`src/rtl/exp_align_unit.sv`:
```
// Exponent alignment for floating-point add: selects the larger exponent and
// right-shifts the smaller mantissa one bit per clock, keeping guard/round/sticky.
module exp_align_unit (
    input  logic        clk,
    input  logic        rst,
    input  logic        start,
    input  logic [7:0]  reg1,
    input  logic [7:0]  reg2,
    input  logic [7:0]  diff,
    input  logic        cout,
    input  logic [23:0] man_a,
    input  logic [23:0] man_b,
    output logic [7:0]  exp_out,
    output logic [23:0] man_big,
    output logic [26:0] man_small,
    output logic        swap,
    output logic        busy,
    output logic        done
);

    localparam logic [1:0] S_IDLE  = 2'd0;
    localparam logic [1:0] S_SHIFT = 2'd1;
    localparam logic [1:0] S_DONE  = 2'd2;

    logic [1:0]  r_state;
    logic [4:0]  r_count;
    logic [7:0]  r_exp;
    logic [23:0] r_man_big;
    logic [26:0] r_man_small;
    logic        r_swap;

    logic [7:0]  w_n;
    logic [23:0] w_small;
    logic [26:0] w_shifted;

    // On a borrow the subtractor result is negative; negate it to get the distance.
    assign w_n       = cout ? diff : (~diff + 8'd1);
    assign w_small   = cout ? man_b : man_a;
    // Bits falling off the bottom are folded into sticky so it can never clear.
    assign w_shifted = {1'b0, r_man_small[26:2], r_man_small[1] | r_man_small[0]};

    always_ff @(posedge clk or posedge rst) begin
        if (rst) begin
            r_state     <= S_IDLE;
            r_count     <= 5'd0;
            r_exp       <= 8'd0;
            r_man_big   <= 24'd0;
            r_man_small <= 27'd0;
            r_swap      <= 1'b0;
        end else begin
            case (r_state)
                S_IDLE: begin
                    if (start) begin
                        r_exp     <= cout ? reg1 : reg2;
                        r_man_big <= cout ? man_a : man_b;
                        r_swap    <= ~cout;
                        if (w_n == 8'd0) begin
                            r_man_small <= {w_small, 3'b000};
                            r_state     <= S_DONE;
                        end else if (w_n <= 8'd26) begin
                            r_man_small <= {w_small, 3'b000};
                            r_count     <= w_n[4:0];
                            r_state     <= S_SHIFT;
                        end else begin
                            // Everything shifts out: only the sticky summary survives.
                            r_man_small <= {26'd0, |w_small};
                            r_state     <= S_DONE;
                        end
                    end
                end
                S_SHIFT: begin
                    r_man_small <= w_shifted;
                    r_count     <= r_count - 5'd1;
                    if (r_count == 5'd1) begin
                        r_state <= S_DONE;
                    end
                end
                S_DONE: begin
                    r_state <= S_IDLE;
                end
                default: begin
                    r_state <= S_IDLE;
                end
            endcase
        end
    end

    assign exp_out   = r_exp;
    assign man_big   = r_man_big;
    assign man_small = r_man_small;
    assign swap      = r_swap;
    assign busy      = (r_state != S_IDLE);
    assign done      = (r_state == S_DONE);

endmodule

```
`config.mk`:
```
export PLATFORM = sky130hd
export DESIGN_NAME = exp_align_unit
export DESIGN_NICKNAME = d
export VERILOG_FILES = /design/src/rtl/exp_align_unit.sv
export SDC_FILE = /design/constraint.sdc
export NUM_CORES = 1
export LEC_CHECK = 0
export ABC_CLOCK_PERIOD_IN_PS = 2710
export BUFFER_PORTS_ARGS = -buffer_cell sky130_fd_sc_hd__buf_2
export CAP_MARGIN = 30
export CORE_ASPECT_RATIO = 0.8
export CORE_MARGIN = 1.5
export CORE_UTILIZATION = 49
export DETAILED_ROUTE_END_ITERATION = 7
export GPL_TIMING_DRIVEN = 0
export HOLD_SLACK_MARGIN = 0.12
export PLACE_DENSITY_LB_ADDON = 0.2
export SETUP_SLACK_MARGIN = 0.02
export SYNTH_ARGS = -nofsm -noshare
export SYNTH_HDL_FRONTEND = slang
export SYNTH_SLANG_ARGS = --single-unit
export TNS_END_PERCENT = 100
```
`constraint.sdc`:
```
create_clock -name clk -period 2.71 [get_ports clk]
set_clock_uncertainty 0.2 [all_clocks]
set_input_delay 0 -clock clk [delete_from_list [all_inputs] [get_ports clk]]
set_output_delay 0 -clock clk [all_outputs]
set_load 0.02 [all_outputs]
```
==> impl_metrics.yaml, run 1 <==
global_route:
  grt_max_degree: 68
  grt_pass1_wl_um: 21700
  all_layer_gr_usage: 0.3622
  first_global_vias: 4151
  sum_of_overflow_across_all_layers_after_global_routing: 0
  antenna_found_initial: 0
sta:
  setup-tns-final_ps: 0
  rsz0062_at_grt: "false"
  timing.final.max_slew_violations: 0
  layout_worst_path_cycle_share: 0.9792
  timing_worst_slew_pin_value_ps: 826.3
  timing.max_slew.rel_slack: 0.4491
  fmaxAchievable_mhz: 376.8
  timing_hold_violations_final: 0
  final.hold.worst_slack_ps: 124.2
  setup_ws_ps: 56.34
  finalSetupViolations: 0
  period_minus_slack_ps: 2654
yosys:
  synth-adder-area-share: 0.01050
  count_of_flip_flops_with_a_built_in_enable_after_synthesis: 0
  synthesis.area_per_instance_sq_um: 9.985
  ys_seq_elements: 67
  mappedNetlistNets: 437
  yosys_most_used_dff: "dfrtp_1"
  post_synth_mux_area_share: 0.1631
  synthCells: 358
  synth_top_family_by_area: "compound AO/OA/AOI/OAI gates"
  synth_compound_gate_area_share: 0.1904
  synth_xor_xnor_area_share: 0.002450
  synthDistinctLibCells: 49
  synth_area_sq_um: 3575
  synthesis.yosys.warnings: 0
  ys_seq_area_frac: 0.4690
  asyncSetResetFlopFracSynth: 1.000
  synth-simple-area-share: 0.1309
setup_path:
  setup.worst_path.class: "input port to flip-flop"
  worstPathArrival_ps: 2730
  worstSetupStartpointType: "input port"
  ff2ff_setup_slack_ps: 110
  endpoint_kind: "flip-flop"
  path_max_fanout: 10
  worstPathRequired_ps: 2790
clocking:
  clock_path_buffers: 2
  clock_latency_ps: 350
  clock-sinks: 67
  cts.htree.levels: 3
  cts_tree: "yes"
  clk_root_buffer_cell: "clkbuf_8"
  cts.repair_timing.setup_buffer_count: 0
  cts_bufs_inserted: 9
  worst_setup_hold_path_clk_slew_ps: 70
power_and_ir_drop:
  cellPowerDensity_nw_per_um2: 710.0
  tot_pwr_mw: 4.032
  worst_ir_drop_vdd_v: 0.0004879
  power.leakage_nw: 2.727
run_status:
  status: "complete, no violations"
place:
  place.gp.congestion: 0.8889
  dp_cells: 582
  io_buffer_count: 137
  dp.final_hpwl_um: 7691
  dp_worst_setup_slack_ps: 156.0
finish:
  seqCellArea_sq_um: 1677
  final_common_cell: "buf_2"
  final_instance_count_excl_fillers: 707
  antenna-diode-count: 0
  nets: 694
  area_growth_syn_to_layout_pct: 58.87
  fillCellCount: 365
  multi_input_area_sq_um: 1789
  mostFrequentLayoutCells: "buf_2, dlygate4sd3_1, dfrtp_1, mux2i_1, nor2_1"
  final_layout_size_suffix_gt1_frac: 0.2823
route:
  totalWireLength_um: 13980
  routed-via-count: 4214
  route.detailed.drc: 0
  route.detailed.vias_per_inst: 5.960
  drtIter0Drc: 411
  routed_wire_per_std_cell_um: 19.77
  first_pass_iters: 5
  final_antenna_net_count: 0
floorplanning:
  fp.dieArea_sq_um: 7820
  fp.dieW_um: 98.50
  core_area_sq_um: 6959
  die_h_um: 79.40
  start_util: 0.5137
  placementRows: 27
  i_o_pins: 138
job:
  cap_violations: 0
hold_path:
  hold_class: "input port to flip-flop"
[critical path: stages]
cell           delay, ps
buf_2                110
dlygate4sd3_1        600
and2_2               230
a221oi_4             350
o32a_4               260
nand2_1              150
clkbuf_2             240
o21ai_1              200
dlygate4sd3_1        580
[per-stage QoR]
step	cell area, sq um	utilization
final	5679	0.8161
after global routing	5679	0.8161
after CTS	5647	0.8114
after detailed placement	4372	0.6282
after global placement	4369	0.6278
after floorplan	3575	-
[final timing paths]
check	cells past startpoint	start	end
min reg2reg	2	swap	swap
max in group asynchronous	3	rst	swap
min in group asynchronous	3	rst	man_big[15]
min	5	diff[6]	r_count[4]
max	9	diff[4]	man_small[17]
max reg2reg	5	r_state[1]	man_big[17]
[power breakdown]
part / leakage, nW / switching (mW) / total [mW] / internal, mW
Sequential: 0.816 / 0.214 / 1.51 / 1.29
Clock: 0.0991 / 0.411 / 0.857 / 0.446
Combinational: 1.81 / 1.03 / 1.67 / 0.636
Total: 2.73 / 1.66 / 4.03 / 2.37
[Yosys cell counts (5+ instances only)]
cell,instances,area [sq um]
o21ai_0,27,135.1
nand2_1,7,26.28
nand4_1,5,31.28
a22oi_1,23,172.7
inv_1,6,22.52
nor4_1,11,68.82
mux2i_1,56,560.5
dfrtp_1,67,1677
a21oi_1,36,180.2
clkbuf_1,15,56.30
buf_2,6,30.03
nor2_1,45,168.9
[sequential cells by signal, summed over array words and instances (netlist names)]
| signal | count |
|---|---|
| r_state | 2 |
| exp_out | 8 |
| r_count | 5 |
| man_big | 24 |
| swap | 1 |
| man_small | 27 |
[final cells by class]
type	count	area share
Clock buffer	11	0.02490
Tap cell	87	0.01917
Timing Repair Buffer	247	0.3146
Clock inverter	5	0.009253
Inverter	6	0.004406
Buffer	23	0.01740
Multi-Input combinational cell	261	0.3150
Sequential cell	67	0.2952
[layer usage]
layer,track usage,share of wire,vias up
met3,0.1016,0.087,63
met1,0.4469,0.38,2025
li1,-,-,1848
met2,0.6034,0.49,278
met5,0,0,-
met4,0.1493,0.038,0
[timing repair]
item                                    CTS  global route
endpoints found under the setup margin    0            17
resized for setup                         0             9
hold buffers                            108             2
hold endpoints to repair                131             1
[cell families after synthesis]
logic type                 count (synthesis)
adders and majority gates                  3
AOI/OAI and AO/OA                        106
DFF                                       67
muxes                                     58
xor gates and xnor gates                   1
and+or+nand+nor                           93
buffers and inverters                     30
Power figures use the tool's default switching activity.
==> inputs of run 2 (changes only) <==
--- a/config.mk
+++ b/config.mk
@@ -7,8 +7,7 @@
 export LEC_CHECK = 0
 export ABC_CLOCK_PERIOD_IN_PS = 2710
 export BUFFER_PORTS_ARGS = -buffer_cell sky130_fd_sc_hd__buf_2
-export CAP_MARGIN = 30
-export CORE_ASPECT_RATIO = 0.8
+export CAP_MARGIN = 0
 export CORE_MARGIN = 1.5
 export CORE_UTILIZATION = 49
 export DETAILED_ROUTE_END_ITERATION = 7
==> constraint.sdc (replaced) <==
create_clock -name clk -period 2.71 [get_ports clk]
set_clock_uncertainty 0.2 [all_clocks]
set_input_delay 0.4065 -clock clk [delete_from_list [all_inputs] [get_ports clk]]
set_output_delay 0.4065 -clock clk [all_outputs]
set_load 0.02 [all_outputs]
==> run 2 against run 1 <==
Net effect:
- worst hold slack gained 38 ps
- fmax grew 8.0%
- utilization shrank 15 points
- cell count shrank 14%
- flip-flop and latch count is the same
- power shrank 5.3%
- sequential share of layout area grew 6.8 points
- sequential power is essentially flat
- via count shrank 18%
- final area shrank 19%
- count of clock-buffer cells in the layout grew 1
- critical path type unchanged
- critical endpoint is now man_small[18]
- largest cell class is now multi-input combinational cells
- highest routed layer unchanged
==> impl_metrics.yaml, run 2 (synthesis results as in run 1) <==
place:
  dp.final_hpwl_um: 7652
  place.gp.congestion: 0.8566
  post_dp_cell_area_sq_um: 4383
  io_buffer_count: 137
clocking:
  clock_path_buffers: 2
  clk_root_buffer_cell: "clkbuf_8"
  cts_bufs_inserted: 9
  clock-sinks: 67
  clock_latency_ps: 340
  worst_setup_hold_path_clk_slew_ps: 80
  cts_tree: "yes"
  cts.repair_timing.setup_buffer_count: 0
  cts.htree.levels: 3
finish:
  area_growth_syn_to_layout_pct: 29.09
  nets: 586
  final_layout_size_suffix_gt1_frac: 0.3359
  mostFrequentLayoutCells: "buf_2, dfrtp_1, mux2i_1, nor2_1, a21oi_1"
  finish.instance_area_sq_um: 4614
  antenna-diode-count: 0
  flip_flop_count_of_the_largest_register_after_layout: 27
  final_common_cell: "buf_2"
floorplanning:
  core_area_sq_um: 6907
  start_util: 0.5176
  i_o_pins: 138
  die_h_um: 88.41
  fp.dieArea_sq_um: 7816
  placementRows: 30
  fp.dieW_um: 88.41
setup_path:
  crit-reg2reg-launch: "r_state[1]"
  ff2ff_setup_slack_ps: 280
  endpoint_kind: "flip-flop"
  path_cells: "buf_2 -> inv_1 -> ha_1 -> nor2_1 -> xor2_1 -> a21oi_1 -> o32a_2 -> nand2_1 -> clkbuf_1 -> o21ai_0"
  critical_path.slowest_cell: "o32a_2"
  setup.worst_path.class: "input port to flip-flop"
  worstRegToRegCells: 5
  worstPathRequired_ps: 2720
  critPathBufInv: 3
  worstPathArrival_ps: 2470
  critical_path.top_delay_family: "compound AO/OA/AOI/OAI gates"
  critPathMaxStageDelay_ps: 480
  worstSetupStartpointType: "input port"
  path_max_fanout: 10
  r2r-end: "man_big[10]"
power_and_ir_drop:
  power.leakage_nw: 2.256
  cellPowerDensity_nw_per_um2: 827.8
  worst_ir_drop_vdd_v: 0.0004679
global_route:
  all_layer_gr_usage: 0.2661
  grt_max_degree: 68
  antenna_found_initial: 0
  grt_pass1_wl_um: 15870
  sum_of_overflow_across_all_layers_after_global_routing: 0
  first_global_vias: 3349
route:
  routed_wire_per_std_cell_um: 16.61
  route.detailed.drc: 0
  routed-via-count: 3435
  first_pass_iters: 5
  totalWireLength_um: 10100
  drtIter0Drc: 208
  final_antenna_net_count: 0
  route.detailed.vias_per_inst: 5.650
sta:
  timing.final.max_slew_violations: 0
  rsz0062_at_grt: "false"
  period_minus_slack_ps: 2458
  finalSetupViolations: 0
  layout_worst_path_cycle_share: 0.9070
  fmaxAchievable_mhz: 406.8
  setup-tns-final_ps: 0
  timing_worst_slew_pin_value_ps: 823.0
  timing_hold_violations_final: 0
  timing.max_slew.rel_slack: 0.4513
job:
  cap_violations: 0
hold_path:
  hold_path_end: "exp_out[4]"
  hp-start: "reg2[4]"
  hold_path_depth: 3
  hold_class: "input port to flip-flop"
run_status:
  status: "complete, no violations"
run 2: cell count changes in the layout (fill, tap and decap cells not counted), sizes merged:
cell,previous run,this run
bufinv,1,2
clkinv,3,2
dlygate4sd3,110,1
clkinvlp,1,0
clkbuf,26,28
run 2: repair_timing:
item                                   4_1_cts  5_1_grt
gates resized for setup                      0        3
hold buffers                                 1        0
setup endpoints to repair                    0        2
endpoints found under the hold margin       67        0
run 2: worst min-delay path: stages:
cell and delay (ps):
buf_2 70, mux2i_1 50, a21oi_1 130
run 2: worst max path at each step:
stage | start | to | slack (ps) | cells after the start
after global routing | diff[0] | man_small[12] | 60 | 10
final | diff[0] | man_small[18] | 250 | 10
after floorplan | diff[0] | r_count[4] | 300 | 8
after CTS | r_state[1] | man_small[0] | 230 | 5
after detailed placement | diff[0] | man_small[8] | -120 | 10
after global placement | rst | r_count[0] | -390 | 2
run 2: stage by stage:
| step | power (mW) | util | worst slack [ps] | instances | hold WS [ps] |
|---|---|---|---|---|---|
| floorplan | 2.370 | - | 303.5 | 358 | 344.0 |
| global placement | 2.852 | 0.6342 | -393.5 | 591 | 289.6 |
| detailed placement | 2.901 | 0.6346 | -122.5 | 591 | 314.8 |
| CTS | 3.829 | 0.6678 | 226.8 | 608 | 159.7 |
| global route | 4.048 | 0.6681 | 56.30 | 608 | 164.4 |
| finish | 3.820 | 0.6681 | 252.0 | 608 | 161.9 |
run 2: report_power, final:
group | total (mW) | internal [mW] | switching [mW] | leakage (nW)
sequential | 1.48 | 1.29 | 0.191 | 0.816
clock | 0.928 | 0.544 | 0.383 | 0.111
combinational | 1.41 | 0.504 | 0.904 | 1.33
run 2: layout make-up:
type | count | area, sq um
Sequential cell | 67 | 1677
Clock buffer | 12 | 145.1
Multi-Input combinational cell | 261 | 1778
Timing Repair Buffer | 138 | 695.7
Tap cell | 96 | 120.1
Buffer | 24 | 100.1
Fill cell | 615 | 2292
Inverter | 6 | 25.02
Clock inverter | 4 | 73.82
run 2: routing by layer:
layer	vias up	share of wire	GRT usage	wire length, um
li1	1621	-	-	-
met1	1650	0.43	0.3498	4304
met2	145	0.49	0.4441	4930
met3	19	0.068	0.05317	682
met4	0	0.018	0.08665	184
met5	-	0	0	0
